File: config.mk
export PLATFORM = sky130hd
export DESIGN_NAME = contador_ocupacao_elevador
export DESIGN_NICKNAME = d
export VERILOG_FILES = /design/src/rtl/elevador_pkg.sv /design/src/rtl/detector_borda_subida.sv /design/src/rtl/contador_ocupacao_elevador.sv
export SDC_FILE = /design/constraint.sdc
export NUM_CORES = 1
export LEC_CHECK = 0
export ABC_CLOCK_PERIOD_IN_PS = 1600
export CAP_MARGIN = 20
export CORE_AREA = 2 2 39 41
export CTS_CLUSTER_DIAMETER = 80
export CTS_CLUSTER_SIZE = 20
export DETAILED_ROUTE_END_ITERATION = 12
export DIE_AREA = 0 0 41 43
export PLACE_DENSITY = 0.64
export REMOVE_ABC_BUFFERS = 1
export SLEW_MARGIN = 20
export SYNTH_ARGS = -nofsm -noshare
export SYNTH_HDL_FRONTEND = slang
export SYNTH_SLANG_ARGS = --single-unit
File: constraint.sdc
create_clock -name clock -period 1.6 [get_ports clock]
set_input_delay 0.32 -clock clock [delete_from_list [all_inputs] [get_ports clock]]
set_output_delay 0.32 -clock clock [all_outputs]
set_load 0.01 [all_outputs]
File: src/rtl/elevador_pkg.sv
// Shared definitions for the elevator occupancy counter.
//   estado_ocupacao_t : occupancy FSM encoding as seen on estado_ocupacao.
//   ESTADO_ILEGAL     : the unused code, kept named so recovery logic reads clearly.
package elevador_pkg;

    typedef enum logic [1:0] {
        VAZIO   = 2'b00,
        OCUPADO = 2'b01,
        LOTADO  = 2'b10
    } estado_ocupacao_t;

    localparam logic [1:0] ESTADO_ILEGAL = 2'b11;

endpackage : elevador_pkg

File: src/rtl/detector_borda_subida.sv
// Rising-edge detector for an already-debounced level input.
//   clock   : system clock
//   reset   : synchronous, active-high; history is forced to 1
//   entrada : level input
//   pulso   : one-cycle pulse in the cycle the input rises
// The history register resets to 1, so a level already high when reset is
// released is not seen as a new edge.
module detector_borda_subida (
    input  logic clock,
    input  logic reset,
    input  logic entrada,
    output logic pulso
);

    logic hist_q;
    logic hist_d;

    always_comb begin
        hist_d = entrada;
    end

    // NOTE: sequential state uses non-blocking (<=) so every flop samples
    // pre-edge values regardless of statement order.
    always_ff @(posedge clock) begin
        if (reset) begin
            hist_q <= 1'b1;
        end else begin
            hist_q <= hist_d;
        end
    end

    assign pulso = entrada & ~hist_q;

endmodule : detector_borda_subida

File: src/rtl/contador_ocupacao_elevador.sv
// Elevator occupancy counter with edge-detected buttons and door gating.
//   clock, reset         : system clock, synchronous active-high reset
//   botao_subir          : board request (debounced level)
//   botao_descer         : leave request (debounced level)
//   porta_aberta         : events are accepted only while high
//   quantidade_pessoas   : registered passenger count, 0..CAPACIDADE
//   estado_ocupacao      : registered FSM state (VAZIO/OCUPADO/LOTADO)
//   vazio, lotado        : decoded from the registered state
//   alerta_excesso       : latched, boarding rejected while full
//   alerta_erro          : one-cycle pulse, leave request while empty
module contador_ocupacao_elevador
    import elevador_pkg::*;
#(
    parameter  int CAPACIDADE = 3,
    localparam int LARGURA    = $clog2(CAPACIDADE + 1)
) (
    input  logic               clock,
    input  logic               reset,
    input  logic               botao_subir,
    input  logic               botao_descer,
    input  logic               porta_aberta,
    output logic [LARGURA-1:0] quantidade_pessoas,
    output logic [1:0]         estado_ocupacao,
    output logic               vazio,
    output logic               lotado,
    output logic               alerta_excesso,
    output logic               alerta_erro
);

    localparam logic [LARGURA-1:0] CAP_L = LARGURA'(CAPACIDADE);

    logic ev_sub;
    logic ev_des;

    detector_borda_subida u_borda_sub (
        .clock   (clock),
        .reset   (reset),
        .entrada (botao_subir),
        .pulso   (ev_sub)
    );

    detector_borda_subida u_borda_des (
        .clock   (clock),
        .reset   (reset),
        .entrada (botao_descer),
        .pulso   (ev_des)
    );

    logic [LARGURA-1:0] count_q,   count_d;
    logic [1:0]         estado_q;
    estado_ocupacao_t   estado_d;
    logic               excesso_q, excesso_d;
    logic               erro_q,    erro_d;

    logic entra;
    logic sai;
    logic cheio;
    logic sem_ninguem;
    logic set_excesso;
    logic clr_excesso;

    always_comb begin
        // NOTE: every signal gets a default first so no path leaves it
        // unassigned, which would otherwise infer a latch.
        count_d   = count_q;
        estado_d  = VAZIO;
        excesso_d = excesso_q;
        erro_d    = 1'b0;

        // Simultaneous in+out cancel: one passenger swapped, nothing to do.
        entra       = ev_sub & porta_aberta & ~(ev_des & porta_aberta);
        sai         = ev_des & porta_aberta & ~(ev_sub & porta_aberta);
        cheio       = (count_q == CAP_L);
        sem_ninguem = (count_q == '0);

        set_excesso = entra & cheio;
        clr_excesso = (sai & ~sem_ninguem) | ~porta_aberta;

        if (entra && !cheio) begin
            count_d = count_q + LARGURA'(1);
        end else if (sai && !sem_ninguem) begin
            count_d = count_q - LARGURA'(1);
        end

        erro_d    = sai & sem_ninguem;
        excesso_d = set_excesso | (excesso_q & ~clr_excesso);

        // State follows the next count, which covers every legal transition
        // including the CAPACIDADE = 1 shortcuts VAZIO <-> LOTADO.
        if (count_d == '0) begin
            estado_d = VAZIO;
        end else if (count_d == CAP_L) begin
            estado_d = LOTADO;
        end else begin
            estado_d = OCUPADO;
        end

        // The unused code means state was corrupted; restart from a known
        // empty car rather than trust the count.
        if (estado_q == ESTADO_ILEGAL) begin
            count_d   = '0;
            estado_d  = VAZIO;
            excesso_d = 1'b0;
            erro_d    = 1'b0;
        end
    end

    always_ff @(posedge clock) begin
        if (reset) begin
            count_q   <= '0;
            estado_q  <= VAZIO;
            excesso_q <= 1'b0;
            erro_q    <= 1'b0;
        end else begin
            count_q   <= count_d;
            estado_q  <= estado_d;
            excesso_q <= excesso_d;
            erro_q    <= erro_d;
        end
    end

    assign quantidade_pessoas = count_q;
    assign estado_ocupacao    = estado_q;
    assign vazio              = (estado_q == VAZIO);
    assign lotado             = (estado_q == LOTADO);
    assign alerta_excesso     = excesso_q;
    assign alerta_erro        = erro_q;

endmodule : contador_ocupacao_elevador

# == Word level (Yosys, flattened, before mapping) ==
# Index checks and enable logic that the tools add are counted.
# Widths: inputs -> output; s select.
# classes
n_div,0
mux,3
addsub,2
reduce_logical,9
eq_ne,4
multipliers,0
shift,0
bitwise,19
n_lt_le_gt_ge,0
# ops
cell,count
$and 1x1->1,10
$eq 2x2->1 const B,4
$not 1->1,7
$logic_not 2->1,3
$mux 2,3
$reduce_or 3->1,1
$add 2x1->2 const B,1
$logic_and 1x1->1,2
$logic_not 1->1,2
$or 1x1->1,2
$reduce_or 2->1,1
$sub 2x1->2 const B,1
# word_totals
mem_bits_rw,0
elab_cells,43
regBits,8
n_memories,0
rom_bits,0
output_inout_bits,8
latch_bits,0
inputBits,5

# == Longest topological paths before layout ==
# depth
ltp_word,10
depth_mapped,6
depth_no_buf,6

# == Cells and area by module ==
# A second synthesis with hierarchy kept.
# unflattened
cells_unflattened,48
hier_area_um2,422.9
# by_module_without_submodules
mod,n_inst,seq_area_each_um2,cells_per_inst,area_per_inst_um2
contador_ocupacao_elevador,1,120.1,42,357.8
detector_borda_subida,2,20.0,3,32.5

# == Worst setup path before layout ==
# OpenSTA, ideal clock, no wires.
# synth_timing
path_type,reg2reg
start,reg count_q[0] (netlist: quantidade_pessoas[0])
end,reg estado_q[1] (netlist: estado_ocupacao[1])
n_path_buf,0
slack_ns,0.051
stages_incl_launch_ff,7
arrival_time_ns,1.428
period_less_slack_ns,1.549
setup_time_ns,0.122
t_required_ns,1.478
cell_sequence,dfxtp_1 inv_1 ha_1 nand4bb_1 nand2b_4 a31o_1 o311a_1
# synth_via
elab_chain_cells,7
elab_cells_between_ends,14
classes_between,add/sub: 2; eq/ne: 2; mux: 3; reduce/logical: 7
# synth_rtl
item,line,source
from (decl),contador_ocupacao_elevador.sv:49,"logic [LARGURA-1:0] count_q, count_d;"
from (signal assigned),contador_ocupacao_elevador.sv:115,count_q <= count_d;
branches (longest 4 deep; another with $sub 2x1->2),--,
$mux 2 *,contador_ocupacao_elevador.sv:79,if (entra && !cheio) begin
$eq 2x2->1 or $logic_not 2->1 (tied branches),"contador_ocupacao_elevador.sv:92, contador_ocupacao_elevador.sv:90",
$mux 2 or $reduce_or 3->1 (tied branches),--,
to (signal assigned),contador_ocupacao_elevador.sv:116,estado_q <= estado_d;
to (decl),contador_ocupacao_elevador.sv:50,logic [1:0] estado_q;
# Mark *: on every way between the ends.
# A chain may end at the register's enable or synchronous reset.

# == Worst setup path after layout ==
# Ends and elaborated chain as after synthesis.

==> results by group <==
Clock network
  – Post-CTS Hold Fix Bufs: 0
  – H-tree levels: 1
  – Clock Pin Slew Worst Setup and Hold Paths: 0.05 ns
  – Root buf cell: clkbuf_4
  – Total CTS buffers: 3
  – TritonCTS clock tree: done
  – Clk Latency, worst-skew pair: 0.26 ns
  – Clock buffer depth: 2
  – Clk sinks: 8

Layout
  – Area Growth Syn to Fin: 51.16%
  – Commonest non-fill, non-tap cells in the layout: 9 x clkdlybuf4s50_1, 7 x dfxtp_1, 5 x buf_4
  – Non-filler instance count after layout: 84
  – Commonest non-fill, non-tap cell in the layout: clkdlybuf4s50_1
  – Layout cells sized above 1: 0.2206
  – Nets: 77
  – Final instance area: 654.4 um2
  – # diodes: 0
  – Post-layout util: 0.4729

Timing
  – Setup TNS: 0 ns
  – Slack of the critical path: 0.07456 ns
  – # setup viols final: 0
  – RSZ-0062 raised after global routing: no
  – Period utilization: 0.9534
  – Post-route minimum period: between 1.5 and 2 ns
  – Slew HR: 0.8612
  – Clk_skew: around 0.0018 ns
  – Hold Vio Cnt, Final: 0
  – Max Fclk: 655.5 MHz
  – Final max-slew violation count: 0
  – Worst hold slack: about 0.50 ns
  – Worst-Margin Slew: 0.2068 ns

Worst setup path
  – Element type at the critical path end: flop
  – Critical Path Source Type: flop
  – CP Max Fanout: 5
  – Crit-path slowest cell: dfxtp_1
  – Buf/Inv on CP: 1
  – Kind of critical path: reg2reg
  – Crit-path max cell delay: between 0.3 and 0.4 ns
  – Worst path top cell family by delay: simple AND/OR/NAND/NOR gates
  – Crit-path cells: inv_1 > ha_1 > nand4bb_4 > nand2b_4 > a31o_1 > o311a_1
  – WP data arrival: 1.67 ns
  – Required @ worst endpoint: 1.74 ns

Route
  – Vias: 431
  – Routed WL: ~1000 um
  – First-pass iteration count of the detailed router: 4
  – Via density: 5.131
  – Final antenna-violating net count: 0
  – Drt initial violations: 3
  – WL per Instance: between 10 and 15 um
  – Final routed DRC violation total: 0

Placed design
  – Placed cells: between 80 and 90
  – Cell Area, Placed: 610.6 um2
  – GPL Wtd Cong: 0.7922
  – Post-DP HPWL: a little under 800 um
  – Worst slack at placement: -0.07457 ns
  – PortBufs: 12

Power and ir drop
  – Cell area power density: 903.8 nW/um2
  – Leak Pwr: 0.3015 nW
  – Tot Pwr: 591.4 uW
  – Maximum vdd drop: 0.0003126 V

GRT
  – Global-route wire length before repair: 1.511 mm
  – Number of global-route vias before repair: 374
  – Largest net degree at the start of global routing: 7
  – Global route total overflow: 0
  – Initial antenna violation count: 0
  – Gr usage total: 0.1314

Synthesis
  – Average size of a mapped cell: 9.019 um2
  – Top post-synthesis cells by area: dfxtp_1 37%, ha_1 5.8%, and3b_1 4.0%
  – Synth area leader: dfxtp_1
  – Syn Inst Count: 48
  – Yosys top cell area share: 0.3699
  – Synth warnings: 0
  – Post-synthesis sequential area ratio: 0.3699
  – Post-synth cell types: 25
  – Yosys reg bits: 8
  – Synthesized cell area: 432.9 um2

Floorplan
  – Core Area: 1384 um2
  – Full die area: 1763 um2
  – Initial Utilization: 0.3128
  – Die W: 41 um
  – Io pins: 13
  – Die Height: 43 um
  – Site Rows: 14

Hold path
  – Hold Path Class: reg2reg

Status
  – Status: complete, no violations

Job
  – Maxcap violations: 0
worst register-to-register path, stage by stage (launching register included):
cell and delay (ns):
dfxtp_1 0.36, inv_1 0.07, ha_1 0.24, nand4bb_4 0.22
nand2b_4 0.18, a31o_1 0.22, o311a_1 0.12
worst paths after layout:
| check | end | slack, ns | depth (start not counted) | start |
|---|---|---|---|---|
| worst max-delay path | estado_ocupacao[1]$_SDFF_PP0_ | 0.07 | 6 | quantidade_pessoas[0]$_SDFF_PP0_ |
| worst min register to register | alerta_excesso$_SDFF_PP0_ | 0.50 | 2 | alerta_excesso$_SDFF_PP0_ |
| worst min-delay path | alerta_excesso$_SDFF_PP0_ | 0.50 | 2 | alerta_excesso$_SDFF_PP0_ |
| worst max register to register | estado_ocupacao[1]$_SDFF_PP0_ | 0.07 | 6 | quantidade_pessoas[0]$_SDFF_PP0_ |
state kept, by name (all words and copies together) (netlist names):
register and flops:
alerta_erro 1, alerta_excesso 1, estado_ocupacao 2, quantidade_pessoas 2
u_borda_des.hist_q 1, u_borda_sub.hist_q 1
area by class of cell:
class / count / area [um2]
fill: 125 / 729.5
multi-input combinational: 38 / 281.5
sequential: 8 / 161.4
timing repair buffer: 17 / 161.4
clock buffer: 3 / 22.52
tap: 16 / 20.02
inverter: 2 / 7.507
layer usage:
metal | track usage | share of wire
met3 | 0.01571 | 0.043
met5 | 0 | 0
met4 | 0.1200 | 0.044
met2 | 0.1906 | 0.43
met1 | 0.1571 | 0.48
power breakdown:
group | internal, mW | leakage [nW] | total [mW] | switching, mW
logic | 0.116 | 0.222 | 0.200 | 0.0832
registers | 0.220 | 0.0659 | 0.238 | 0.0181
clock network | 0.0858 | 0.0138 | 0.154 | 0.0684
total | 0.422 | 0.302 | 0.591 | 0.170
kinds of logic after synthesis:
group | after synthesis | share of synthesized area
adders and majority gates | 2 | 0.05779
muxes | 1 | 0.02312
AOI/OAI and AO/OA | 9 | 0.1358
DFF | 8 | 0.3699
and+or+nand+nor | 26 | 0.3959
buffers and inverters | 2 | 0.01735
synth_stat cells (all sizes together):
master,instances
a31oi,1
nor2,4
or2,2
nand2b,3
ha,2
and4,1
a32oi,1
dfxtp,8
and3b,2
nand4,1
and2b,3
inv,2
a31o,1
o21ai,2
nand2,3
mux2i,1
nand3,4
nor2b,2
o311a,1
a21oi,3
nand4bb,1
repair_timing:
action | CTS | global route
buffers inserted | 0 | 0
resized for setup | 1 | 4
endpoints found under the hold margin | 0 | 0
pin swaps | 0 | 0
endpoints found under the setup margin | 1 | 6
Note: power is estimated with default switching activity, not from simulation.
